### config.mk
export PLATFORM = sky130hd
export DESIGN_NAME = adc_sample_arbiter
export DESIGN_NICKNAME = d
export VERILOG_FILES = /design/src/rtl/adc_sample_arbiter.sv
export SDC_FILE = /design/constraint.sdc
export NUM_CORES = 1
export LEC_CHECK = 0
export ABC_AREA = 1
export BUFFER_PORTS_ARGS = -buffer_cell sky130_fd_sc_hd__buf_2
export CAP_MARGIN = 20
export CORE_ASPECT_RATIO = 1.5
export CORE_UTILIZATION = 55
export CTS_CLUSTER_SIZE = 14
export DETAILED_ROUTE_END_ITERATION = 12
export HOLD_SLACK_MARGIN = 0.15
export PLACE_DENSITY = 0.77
export SYNTH_ARGS = -nofsm -noshare
export SYNTH_HDL_FRONTEND = slang
export SYNTH_SLANG_ARGS = --single-unit
### constraint.sdc
create_clock -name clk -period 3.5 [get_ports clk]
set_input_delay 0.175 -clock clk [delete_from_list [all_inputs] [get_ports clk]]
set_output_delay 0.175 -clock clk [all_outputs]
set_load 0.01 [all_outputs]
### src/rtl/adc_sample_arbiter.sv
`default_nettype none
// ============================================================================
// Module   : adc_sample_arbiter
// Brief    : Buffers four ADC result streams and emits them as one stream in
//            pixel order (SOF/EOF tagged). Define ADC_ARB_TIMESTAMP_EN to add
//            out_timestamp, the free-running cycle count at each sample's push.
// Revision : 1.0  initial release
// ============================================================================
module adc_sample_arbiter #(
  parameter int DATA_W   = 16,
  parameter int PIXELS   = 128,
  parameter int CH_DEPTH = 2
) (
  input  logic                clk,
  input  logic                reset,
  input  logic                frame_start,
  input  logic [3:0]          adc_valid,
  input  logic [4*DATA_W-1:0] adc_data,
  output logic                out_valid,
  input  logic                out_ready,
  output logic [DATA_W-1:0]   out_data,
  output logic [6:0]          out_pixel,
  output logic                out_sof,
  output logic                out_eof,
  output logic [3:0]          overflow,
  output logic                frame_error,
  output logic [15:0]         frame_count,
`ifdef ADC_ARB_TIMESTAMP_EN
  output logic [31:0]         out_timestamp,
`endif
  output logic                busy
);

  localparam int PIX_W = 7;
  localparam int PTR_W = (CH_DEPTH > 1) ? $clog2(CH_DEPTH) : 1;
  localparam int CNT_W = PTR_W + 1;
`ifdef ADC_ARB_TIMESTAMP_EN
  localparam int TS_W  = 32;
  localparam int ENT_W = DATA_W + TS_W;
`else
  localparam int ENT_W = DATA_W;
`endif
  localparam logic [PIX_W-1:0] C_LAST_PIXEL = PIX_W'(PIXELS - 1);
  localparam logic [CNT_W-1:0] C_DEPTH      = CNT_W'(CH_DEPTH);

  typedef enum logic [1:0] {
    ST_IDLE    = 2'd0,
    ST_COLLECT = 2'd1,
    ST_DONE    = 2'd2
  } state_t;

  state_t             r_state;
  state_t             w_state_nxt;
  logic [PIX_W-1:0]   r_next_pixel;
  logic               r_out_valid;
  logic [DATA_W-1:0]  r_out_data;
  logic [PIX_W-1:0]   r_out_pixel;
  logic               r_out_sof;
  logic               r_out_eof;
  logic [3:0]         r_overflow;
  logic               r_frame_error;
  logic [15:0]        r_frame_count;

  logic [3:0]         w_avail;
  logic [3:0]         w_pop;
  logic [3:0]         w_drop;
  logic [ENT_W-1:0]   w_entry_in [4];
  logic [ENT_W-1:0]   w_head [4];
  logic [ENT_W-1:0]   w_sel_head;
  logic [1:0]         w_exp_ch;
  logic               w_out_free;
  logic               w_pop_any;
  logic               w_xfer;
  logic               w_last_pop;
  logic               w_frame_done;

  // Sensor interleave: pixel p mod 4 is read out by ADC2, ADC4, ADC1, ADC3
  always_comb begin
    w_exp_ch = 2'd1;
    case (r_next_pixel[1:0])
      2'd0:    w_exp_ch = 2'd1;
      2'd1:    w_exp_ch = 2'd3;
      2'd2:    w_exp_ch = 2'd0;
      default: w_exp_ch = 2'd2;
    endcase
  end

  assign w_out_free = !r_out_valid || out_ready;
  assign w_xfer     = r_out_valid && out_ready;
  assign w_pop_any  = (r_state == ST_COLLECT) && !frame_start && w_out_free && w_avail[w_exp_ch];
  assign w_last_pop = w_pop_any && (r_next_pixel == C_LAST_PIXEL);
  assign w_sel_head = w_head[w_exp_ch];

`ifdef ADC_ARB_TIMESTAMP_EN
  logic [TS_W-1:0] r_ts_cnt;
  logic [TS_W-1:0] r_out_timestamp;

  always_ff @(posedge clk) begin
    if (reset) begin
      r_ts_cnt <= '0;
    end else begin
      r_ts_cnt <= r_ts_cnt + TS_W'(1);
    end
  end

  always_ff @(posedge clk) begin
    if (reset) begin
      r_out_timestamp <= '0;
    end else if (!frame_start && w_pop_any) begin
      r_out_timestamp <= w_sel_head[ENT_W-1 -: TS_W];
    end
  end

  assign out_timestamp = r_out_timestamp;
`endif

  // Per-channel buffers. An empty buffer passes the incoming sample straight
  // through when it is the one being popped, giving single-cycle latency.
  for (genvar c = 0; c < 4; c++) begin : g_ch
    logic [ENT_W-1:0] r_mem [CH_DEPTH];
    logic [PTR_W-1:0] r_rd_ptr;
    logic [PTR_W-1:0] r_wr_ptr;
    logic [CNT_W-1:0] r_count;
    logic [PTR_W-1:0] w_wr_idx;
    logic             w_empty;
    logic             w_full;
    logic             w_push;
    logic             w_bypass;
    logic             w_write;
    logic             w_read;

`ifdef ADC_ARB_TIMESTAMP_EN
    assign w_entry_in[c] = {r_ts_cnt, adc_data[c*DATA_W +: DATA_W]};
`else
    assign w_entry_in[c] = adc_data[c*DATA_W +: DATA_W];
`endif

    assign w_empty    = (r_count == '0);
    assign w_full     = (r_count == C_DEPTH);
    assign w_avail[c] = !w_empty || adc_valid[c];
    assign w_pop[c]   = w_pop_any && (w_exp_ch == 2'(c));
    assign w_bypass   = w_pop[c] && w_empty;
    assign w_push     = adc_valid[c] && (frame_start || !w_full || w_pop[c]);
    assign w_write    = w_push && !w_bypass;
    assign w_read     = w_pop[c] && !w_empty;
    assign w_head[c]  = w_empty ? w_entry_in[c] : r_mem[r_rd_ptr];
    assign w_drop[c]  = adc_valid[c] && !w_push && (r_state != ST_IDLE);
    assign w_wr_idx   = frame_start ? '0 : r_wr_ptr;

    always_ff @(posedge clk) begin
      if (reset) begin
        r_rd_ptr <= '0;
        r_wr_ptr <= '0;
        r_count  <= '0;
      end else if (frame_start) begin
        r_rd_ptr <= '0;
        r_wr_ptr <= w_write ? PTR_W'(1) : '0;
        r_count  <= w_write ? CNT_W'(1) : '0;
      end else begin
        if (w_write) r_wr_ptr <= r_wr_ptr + PTR_W'(1);
        if (w_read)  r_rd_ptr <= r_rd_ptr + PTR_W'(1);
        r_count <= r_count + CNT_W'(w_write) - CNT_W'(w_read);
      end
    end

    always_ff @(posedge clk) begin
      if (w_write) r_mem[w_wr_idx] <= w_entry_in[c];
    end
  end

  always_comb begin
    w_state_nxt  = r_state;
    w_frame_done = 1'b0;
    case (r_state)
      ST_IDLE: begin
        if (frame_start) w_state_nxt = ST_COLLECT;
      end
      ST_COLLECT: begin
        if (frame_start)     w_state_nxt = ST_COLLECT;
        else if (w_last_pop) w_state_nxt = ST_DONE;
      end
      ST_DONE: begin
        if (frame_start) begin
          w_state_nxt = ST_COLLECT;
        end else if (w_xfer) begin
          w_state_nxt  = ST_IDLE;
          w_frame_done = 1'b1;
        end
      end
      default: w_state_nxt = ST_IDLE;
    endcase
  end

  always_ff @(posedge clk) begin
    if (reset) begin
      r_state       <= ST_IDLE;
      r_next_pixel  <= '0;
      r_out_valid   <= 1'b0;
      r_out_data    <= '0;
      r_out_pixel   <= '0;
      r_out_sof     <= 1'b0;
      r_out_eof     <= 1'b0;
      r_overflow    <= '0;
      r_frame_error <= 1'b0;
      r_frame_count <= '0;
    end else begin
      r_state    <= w_state_nxt;
      r_overflow <= r_overflow | w_drop;
      if (w_frame_done) r_frame_count <= r_frame_count + 16'd1;
      // A restart abandons the frame in flight, including an unaccepted output
      if (frame_start) begin
        r_next_pixel <= '0;
        r_out_valid  <= 1'b0;
        if (r_state != ST_IDLE) r_frame_error <= 1'b1;
      end else if (w_pop_any) begin
        r_out_valid  <= 1'b1;
        r_out_data   <= w_sel_head[DATA_W-1:0];
        r_out_pixel  <= r_next_pixel;
        r_out_sof    <= (r_next_pixel == '0);
        r_out_eof    <= (r_next_pixel == C_LAST_PIXEL);
        r_next_pixel <= r_next_pixel + PIX_W'(1);
      end else if (w_xfer) begin
        r_out_valid  <= 1'b0;
      end
    end
  end

  assign out_valid   = r_out_valid;
  assign out_data    = r_out_data;
  assign out_pixel   = r_out_pixel;
  assign out_sof     = r_out_sof;
  assign out_eof     = r_out_eof;
  assign overflow    = r_overflow;
  assign frame_error = r_frame_error;
  assign frame_count = r_frame_count;
  assign busy        = (r_state == ST_COLLECT);

endmodule
`default_nettype wire

=== Word-level counts from Yosys, hierarchy flattened ===
Memory sizes are Yosys's and may differ from the RTL's. A register that Yosys moved wholly into a read port is not among the register bits.
Index checks and enable logic that the tools add are counted.

* Word-level logic and storage cells: 203
* Bits in registers: 72
* Bits in writable memories: 128
* Output and inout bits: 48
* Bits of input ports: 72
* Memories kept: 4

{| class="wikitable"
|+ Memories
! memory !! words !! width !! read ports !! clocked after memory_dff !! write ports !! line !! source
|-
| g_ch[0].r_mem || 2 || 16 || 1 || 1 || 1 || 120 || <nowiki>logic [ENT_W-1:0] r_mem [CH_DEPTH];</nowiki>
|-
| g_ch[1].r_mem || 2 || 16 || 1 || 1 || 1 || 120 ||
|-
| g_ch[2].r_mem || 2 || 16 || 1 || 1 || 1 || 120 ||
|-
| g_ch[3].r_mem || 2 || 16 || 1 || 1 || 1 || 120 ||
|}

* Reduce and logical (&&, ||, !) cells: 82
* $lt $le $gt $ge: 2
* Multiplexer cells: 57
* Bitwise operators: 3
* Equality and inequality tests: 15
* Add/subtract/negate cells: 18

{| class="wikitable"
|+ Operator list
! operator !! count
|-
| $mux 16 || 6
|-
| $mux 1 || 38
|-
| $logic_and 1x1->1 || 33
|-
| $bmux 16 s2 || 1
|-
| $logic_not 1->1 || 18
|-
| $mux 2 || 9
|-
| $add 16x1->16 const B || 1
|-
| $eq 2x2->1 const B || 8
|-
| $logic_not 2->1 || 7
|-
| $logic_or 1x1->1 || 13
|-
| $pmux 2 s3 || 2
|-
| $reduce_bool 2->1 || 6
|-
| $add 1x1->1 const B || 8
|-
| $add 2x1->2 || 4
|-
| $sub 2x1->2 || 4
|-
| $add 7x1->7 const B || 1
|-
| $eq 7x7->1 const B || 1
|-
| $logic_not 7->1 || 1
|-
| $eq 2x1->1 const B || 3
|-
| $or 4x4->4 || 1
|-
| $reduce_and 2->1 || 2
|-
| $ge 3x3->1 const B || 1
|-
| $lt 2x3->1 const B || 1
|-
| $ne 3x2->1 const B || 1
|-
| 7 further kinds || 7
|}

=== Logic depth before layout (Yosys ltp) ===
Gate-level depths: netlist of run 1.

* Depth after elaboration: 13
* Mapped depth: 17
* Mapped depth without buffers: 17

=== Least setup slack after synthesis of run 1 ===
No wires, ideal clock.

* Path kind: register -> register
* From: register r_next_pixel[1]
* To: memory g_ch[3].r_mem[0][0] (netlist name), enable pin
* Arrival: 2.346 ns
* Clock period less this slack: 2.735 ns
* Path buffers: 0
* Data required time: 3.112 ns
* Setup slack: 0.765 ns
* Cell stages (with the launch flop): 10
* Cell sequence: dfxtp_1 inv_1 ha_1 nor2_4 inv_2 a21oi_4 nand3_2 nand2_1 nand3_2 nor2_1

* Longest elaborated chain between the ends: 11

{| class="wikitable"
|+ RTL lines
! what !! line !! source
|-
| start: declaration || 54 || <nowiki>logic [PIX_W-1:0] r_next_pixel;</nowiki>
|-
| start signal: assignment || 221 || <nowiki>r_next_pixel <= r_next_pixel + PIX_W'(1);</nowiki>
|-
| $eq 2x2->1 (tied with other cells) || 80 || <nowiki>case (r_next_pixel[1:0])</nowiki>
|-
| $pmux 2 s3 * || 80 ||
|-
| $bmux 1 s2 || 90 || <nowiki>assign w_pop_any = (r_state == ST_COLLECT) && !frame_start && w_out_free && w_avail[w_exp_ch];</nowiki>
|-
| $mux 1 (implied by the code) || 90 ||
|-
| $logic_and 1x1->1 || 90 ||
|-
| $logic_and 1x1->1 * || 141 || <nowiki>assign w_pop[c] = w_pop_any && (w_exp_ch == 2'(c));</nowiki>
|-
| $logic_or 1x1->1 or $logic_and 1x1->1 (tied branches) || 143, 142 ||
|-
| $logic_and 1x1->1 or $logic_not 1->1 (tied branches) || 143, 144 ||
|-
| $logic_and 1x1->1 * || 144 || <nowiki>assign w_write = w_push && !w_bypass;</nowiki>
|-
| $mux 1 * || 167 || <nowiki>if (w_write) r_mem[w_wr_idx] <= w_entry_in[c];</nowiki>
|-
| $mux 1 (implied by the code) * || 167 ||
|-
| end: declaration || 120 ||
|}

Mark *: on every way between the ends. The rest lies on a longest branch, timed or not. The select of a mux whose other input is x is not followed.

=== Worst setup path after layout of run 1 ===
* From: register r_next_pixel[1]
* To: register g_ch[0].r_count[1]

* Longest elaborated chain between the ends: 12

{| class="wikitable"
|+ RTL lines
! what !! line !! source
|-
| $eq 2x2->1 (tied with other cells) || 80 ||
|-
| $pmux 2 s3 * || 80 ||
|-
| $bmux 1 s2 || 90 ||
|-
| $mux 1 (implied by the code) || 90 ||
|-
| $logic_and 1x1->1 || 90 ||
|-
| $logic_and 1x1->1 * || 141 ||
|-
| $logic_or 1x1->1 or $logic_and 1x1->1 (tied branches) || 143, 142 ||
|-
| $logic_and 1x1->1 or $logic_not 1->1 (tied branches) || 143, 144 ||
|-
| $logic_and 1x1->1 || 144 ||
|-
| $add 2x1->2 || 162 || <nowiki>r_count <= r_count + CNT_W'(w_write) - CNT_W'(w_read);</nowiki>
|-
| $sub 2x1->2 * || 162 ||
|-
| $mux 2 * || 155 || <nowiki>end else if (frame_start) begin</nowiki>
|-
| end signal: assignment || 158 || <nowiki>r_count <= w_write ? CNT_W'(1) : '0;</nowiki>
|-
| end signal: assignment || 162 ||
|-
| end: declaration || 123 || <nowiki>logic [CNT_W-1:0] r_count;</nowiki>
|}

Marked as above.
A chain may end at the register's enable or synchronous reset.

==> reports/metrics.cfg, run 1 <==
[place]
place_area_um2 = 9830
gp_congestion = 0.847
hpwl_mm = 14.6
placement.io_buffers = 119

[finish]
final_area_um2 = 11200
antennaDiodeCount = 0
fillCellCount = 1236
drive_above_1_share_pct = 16.3
regArea_um2 = 5370
final_common_cell = nand2_1
final_cell_mix = nand2_1, a21oi_1, edfxtp_1
area_growth_pct = 23.0
fin_util_pct = 68.9
final_nets = 1232
multi_input_area_um2 = 3150

[detailed_routing]
vias = 7524
avgViaCountPerCell = 5.52
drtIter0Drc = 544
drc = 0
wire_per_inst_um = 16.6
routed_wirelength_mm = 22.7
first_pass_iters = 6
ant_nets = 0

[worst_hold_path]
hold_class = in -> reg

[die]
ioPinCount = 120
core_um2 = 16200
num_rows = 57
die_x_um = 107
die_h_um = 159
die-area_um2 = 17000
initial_utilization_pct = 56.0

[sta]
fmax_ghz = 0.327
grt_setup_unrepaired = false
final_hold_viol_count = 0
min_period_over_period_pct = 87.4
finalCriticalPeriod_ps = 3060
tightest_slew_ps = 1020
drv_slew = 0
relSlewSlack_pct = 32.0
fin_hold_ws_ps = 429
finClkSkew_ps = 15.7
setup_viol = 0
tns_ps = 0

[worst_setup_path]
worst-path-max-fanout = 16
start_kind = flop
end_kind = flop
max_stage_delay_ps = 440
cp_data_arrival_time_ps = 3480
crit_required_ps = 3920
worst_path_max_delay_cell = dfxtp_1
crit_type = reg -> reg
path_cells = inv_1, ha_1, nor2_2, buf_4, nor2_1, nand2_1, nand2_1, nand2_4, nand3_2, nand2_1, nand3_2, ha_1, inv_1, ha_1, xnor2_1, or2_2, a21oi_1

[power]
clkPwrFrac_pct = 37.1
switching_share_pct = 23.6
internal_power_mw = 3.94
vdd_drop_max_uv = 396
power.net_switching_mw = 1.22
leakage_nw = 4.46
power.density_nw_per_um2 = 463
p_seq_share_pct = 52.2
p_comb_share_pct = 10.7

[global_routing]
grt_pass1_vias = 7178
antenna_found_initial = 0
grt_max_degree = 48
grt_first_pass_wirelength_mm = 35.6
track_usage_pct = 26.6
overflow = 0

[cts]
post_cts_buffers = 0
root_buffer = clkbuf_16
clk_path_buf_depth = 3
cts_tree = yes
cts_sinks = 204
cts.htree.levels = 1
cts_hold_buf = 72
cts-buffers-inserted = 19
ctsResizeCount = 0
clkSlewWorstSetupHoldPaths_ps = 70
clk-insertion-delay-late_ps = 490

[run_status]
status = finished clean

[logic_synthesis]
ys_warn_count = 0
synth-xor-area-share_pct = 0.483
synthCells = 964
synth_edf_count = 128
synth_top_family_by_area = compound AO/OA/AOI/OAI gates
yosysTopAreaCell = edfxtp_1
yosys_register_bits = 204
netlist.area_leader.share_pct = 42.4
synth_mux_area_share_pct = 0.110
synth-seq-area-share_pct = 59.2
synthArstFlopShare_pct = 0
ys_types = 41
synthAdderAreaFrac_pct = 2.07
netlist_area_um2 = 9060
synth_fp_nets = 1051
synth-simple-area-share_pct = 15.7
synth_area_leaders = edfxtp_1, dfxtp_1, a21oi_1, nand2_1, o21ai_0
synth-compound-area-share_pct = 16.4
synth_ff_type = edfxtp_1
syn_avg_cell_area_um2 = 9.40

[flow_run]
drv_cap = 0

[registers in the layout (all words and copies together) (netlist names), named ones only]
name,cells
out_data,16
g_ch.r_rd_ptr,4
out_eof,1
out_pixel,7
frame_error,1
overflow,4
out_valid,1
r_state,2
frame_count,16
out_sof,1
g_ch.r_mem,128
g_ch.r_count,8
r_next_pixel,7
g_ch.r_wr_ptr,4
[Yosys cell counts (2+ instances only)]
library cell / n
edfxtp_1: 128
nand3_1: 12
inv_1: 93
ha_1: 15
o21ai_0: 85
o21ai_1: 17
xnor2_1: 4
buf_4: 2
nand4_1: 16
a31oi_1: 16
dfxtp_1: 76
inv_2: 3
nor3_1: 7
nand3_2: 8
clkbuf_1: 35
nor2_1: 68
a21oi_1: 140
buf_2: 7
nor3b_1: 7
o211ai_1: 16
or2_2: 4
nor2_2: 7
nor3_2: 2
nand2_1: 179
[cells by family (layout without fill, tap and decap cells)]
family | count (synthesis) | after routing
adders and majority gates | 15 | 15
DFF | 204 | 204
AOI/OAI and AO/OA | 280 | 280
buffers and inverters | 142 | 336
and+or+nand+nor | 317 | 317
xor gates and xnor gates | 5 | 5
muxes | 1 | 1
[power groups by stage]
stage	registers [mW]	logic [mW]	clock network [mW]
CTS	2.69	0.545	1.95
floorplan	2.74	0.284	0
global placement	2.74	0.471	0
detailed placement	2.74	0.480	0
finish	2.69	0.554	1.92
global route	2.70	0.612	2.03
[per-layer routing]
layer  wire [um]  GRT usage, %  vias to the layer above  share of wire [%]
met5           0             0                        -                  0
met4         688          9.28                        0                3.0
met3        1320          3.27                       55                5.8
met2       11900          47.8                      280                 53
met1        8740          32.7                     3498                 39
li1            -             -                     3691                  -
[worst max-delay path: cells and delay by family, from the launching register on]
| family | cells | cell delay (ps) |
|---|---|---|
| flip-flops | 1 | 440 |
| adder cells (fa/ha/maj) | 3 | 790 |
| AO/OA/AOI/OAI | 1 | 130 |
| AND/OR/NAND/NOR | 9 | 1080 |
| buffers and inverters | 3 | 420 |
| XOR/XNOR | 1 | 130 |
[through the flow]
step | std cells | total power, mW | worst slack [ps]
floorplan | 964 | 3.03 | 765
global placement | 1257 | 3.21 | 656
detailed placement | 1257 | 3.22 | 481
CTS | 1363 | 5.19 | 452
global route | 1364 | 5.35 | 137
finish | 1364 | 5.16 | 443
[worst paths after layout]
kind / startpoint / end / slack, ps / cells past startpoint
setup / recovery: r_next_pixel[1]$_SDFFE_PP0P_ / g_ch[0].r_count[1]$_SDFF_PP0_ / 440 / 17
hold / removal: adc_data[60] / g_ch[3].r_mem[1][12]$_DFFE_PP_ / 430 / 2
setup reg to reg: r_next_pixel[1]$_SDFFE_PP0P_ / g_ch[0].r_count[1]$_SDFF_PP0_ / 440 / 17
hold reg to reg: overflow[3]$_SDFF_PP0_ / overflow[3]$_SDFF_PP0_ / 450 / 2
[cell type report]
type                       count  share of cell area [%]
sequential                   204                    48.1
multi-input combinational    618                    28.3
timing repair buffer         205                    12.9
clock buffer                  30                    4.90
inverter                      97                    3.26
tap                          206                    2.31
clock inverter                 4                   0.202
Note: power is estimated with default switching activity, not from simulation.
==> run 2, diff against run 1 <==
- CORE_MARGIN: default -> 8
==> reports/metrics.cfg, run 2 (synthesis gave the netlist of run 1 again) <==
[place]
hpwl_mm = 15.4  ; +5.2%
placement.io_buffers = 119  ; unchanged
place_area_um2 = 9840  ; about the same
gp_congestion = 0.841  ; -0.66%

[power]
p_comb_share_pct = 10.4  ; -0.3 points
internal_power_mw = 4.08  ; +3.5%
switching_share_pct = 23.2  ; -0.43 points
power.net_switching_mw = 1.23  ; +1.0%
p_seq_share_pct = 50.7  ; -1.5 points
power.density_nw_per_um2 = 475  ; +2.5%
leakage_nw = 4.48  ; +0.42%
clkPwrFrac_pct = 38.9  ; +1.8 points
vdd_drop_max_uv = 417  ; +5.3%

[cts]
cts_tree = yes
clk-insertion-delay-late_ps = 490  ; about the same
cts_sinks = 204  ; unchanged
post_cts_buffers = 0  ; unchanged
root_buffer = clkbuf_16
cts.htree.levels = 1  ; unchanged
clkSlewWorstSetupHoldPaths_ps = 60  ; about the same
clk_path_buf_depth = 3  ; unchanged
cts-buffers-inserted = 20  ; +1

[sta]
finalCriticalPeriod_ps = 3030  ; -31.4 ps
setup_viol = 0  ; unchanged
min_period_over_period_pct = 86.5  ; -0.90 points
final_hold_viol_count = 0  ; unchanged
drv_slew = 0  ; unchanged
fmax_ghz = 0.330  ; +1.0%
tns_ps = 0  ; unchanged
grt_setup_unrepaired = false
tightest_slew_ps = 1000  ; -16.4 ps
finClkSkew_ps = 10.4  ; -5.23 ps
relSlewSlack_pct = 33.1  ; +1.1 points

[global_routing]
grt_first_pass_wirelength_mm = 36.9  ; +3.5%
grt_max_degree = 48  ; unchanged
antenna_found_initial = 0  ; unchanged
track_usage_pct = 21.7  ; -4.9 points
grt_pass1_vias = 7316  ; +1.9%
overflow = 0  ; unchanged

[finish]
regMostFlops = g_ch.r_mem
largest_reg_flops = 128  ; unchanged
area_growth_pct = 23.5
multi_input_area_um2 = 3150  ; unchanged
antennaDiodeCount = 0  ; unchanged
drive_above_1_share_pct = 16.6  ; +0.24 points
final_area_um2 = 11200  ; +0.35%
regArea_um2 = 5370  ; unchanged
final_cell_mix = nand2_1, a21oi_1, edfxtp_1
fillCellCount = 1176  ; -4.9%
final_nets = 1232  ; unchanged
final_common_cell = nand2_1

[detailed_routing]
drtIter0Drc = 726  ; +33%
vias = 7567  ; +0.57%
first_pass_iters = 5  ; -1
drc = 0  ; unchanged
wire_per_inst_um = 17.0  ; +2.2%
routed_wirelength_mm = 23.2  ; +2.3%
avgViaCountPerCell = 5.54  ; +0.50%
ant_nets = 0  ; unchanged

[worst_setup_path]
worst-path-max-fanout = 16  ; unchanged
cp_data_arrival_time_ps = 3450  ; -30 ps
end_kind = flop
crit_type = reg -> reg
start_kind = flop
crit_required_ps = 3920  ; about the same

[die]
die_h_um = 173  ; +8.8%
core_um2 = 16200  ; unchanged
die_x_um = 121  ; +13%
ioPinCount = 120  ; unchanged
initial_utilization_pct = 56.0  ; unchanged
num_rows = 57  ; unchanged
die-area_um2 = 20900  ; +23%

[run_status]
status = finished clean

[flow_run]
drv_cap = 0  ; unchanged

[worst_hold_path]
hold_class = in -> reg

## run 2: changes by cell type in the layout (fill, tap and decap cells not counted)
cell and delta:
buf_4 +1, clkbuf_16 +2, clkinv_1 -1, clkinv_2 -1, clkbuf_8 +2, dlygate4sd3_1 -1
buf_16 -1
## run 2: final cells by class
class	count	area share, %
flip-flops and latches	204	47.9
multi-input cells	618	28.2
repair buffers	204	12.6
clock buffers	34	5.58
inverters	97	3.25
well taps	206	2.30
clock inverters	2	0.123
## run 2: stage by stage
step                setup WS, ps  hold slack (ps)  util (%)  cells  power, mW
finish                       474              420      69.1   1365       5.31
global route                 225              408      69.1   1365       5.50
CTS                          479              411      69.1   1365       5.33
detailed placement           485              380      60.8   1258       3.22
global placement             648              374      60.8   1258       3.21
floorplan                    765              274         -    964       3.03
## run 2: path summary, 6_finish.rpt
kind	slack (ps)	endpoint	cells after the start	startpoint
max	470	g_ch[3].r_count[1]$_SDFF_PP0_	17	r_next_pixel[1]$_SDFFE_PP0P_
max reg2reg	470	g_ch[3].r_count[1]$_SDFF_PP0_	17	r_next_pixel[1]$_SDFFE_PP0P_
min reg2reg	450	overflow[3]$_SDFF_PP0_	2	overflow[3]$_SDFF_PP0_
min	420	g_ch[1].r_mem[0][9]$_DFFE_PP_	2	adc_data[25]
## run 2: power groups by stage
stage	logic, mW	clock network (mW)	registers (mW)
3_5_place_dp	0.479	0	2.74
6_report	0.551	2.07	2.69
3_3_place_gp	0.470	0	2.74
2_1_floorplan	0.284	0	2.74
5_1_grt	0.605	2.20	2.70
4_1_cts	0.544	2.10	2.69
## run 2: what timing repair did
action,in CTS,in global routing
setup endpoints to repair,0,0
hold buffers,71,0
hold endpoints to repair,151,0
resized for setup,0,0
## run 2: worst max-delay path, stage by stage, from the launching register on
cell,delay (ps)
dfxtp_1,430
inv_1,120
ha_1,290
nor2_2,130
buf_4,240
nor2_1,60
nand2_1,50
nand2_1,80
nand2_4,150
nand3_2,130
nand2_1,120
nand3_2,110
ha_1,300
inv_1,40
ha_1,180
xnor2_1,130
or2_2,270
a21oi_1,120
## run 2: metal layers
layer / global-route usage [%] / up-vias / routed length, um
met5: 0 / - / 0
met4: 7.27 / 0 / 656
met3: 3.72 / 45 / 1370
met2: 38.6 / 266 / 12100
met1: 25.8 / 3570 / 9050
li1: - / 3686 / -
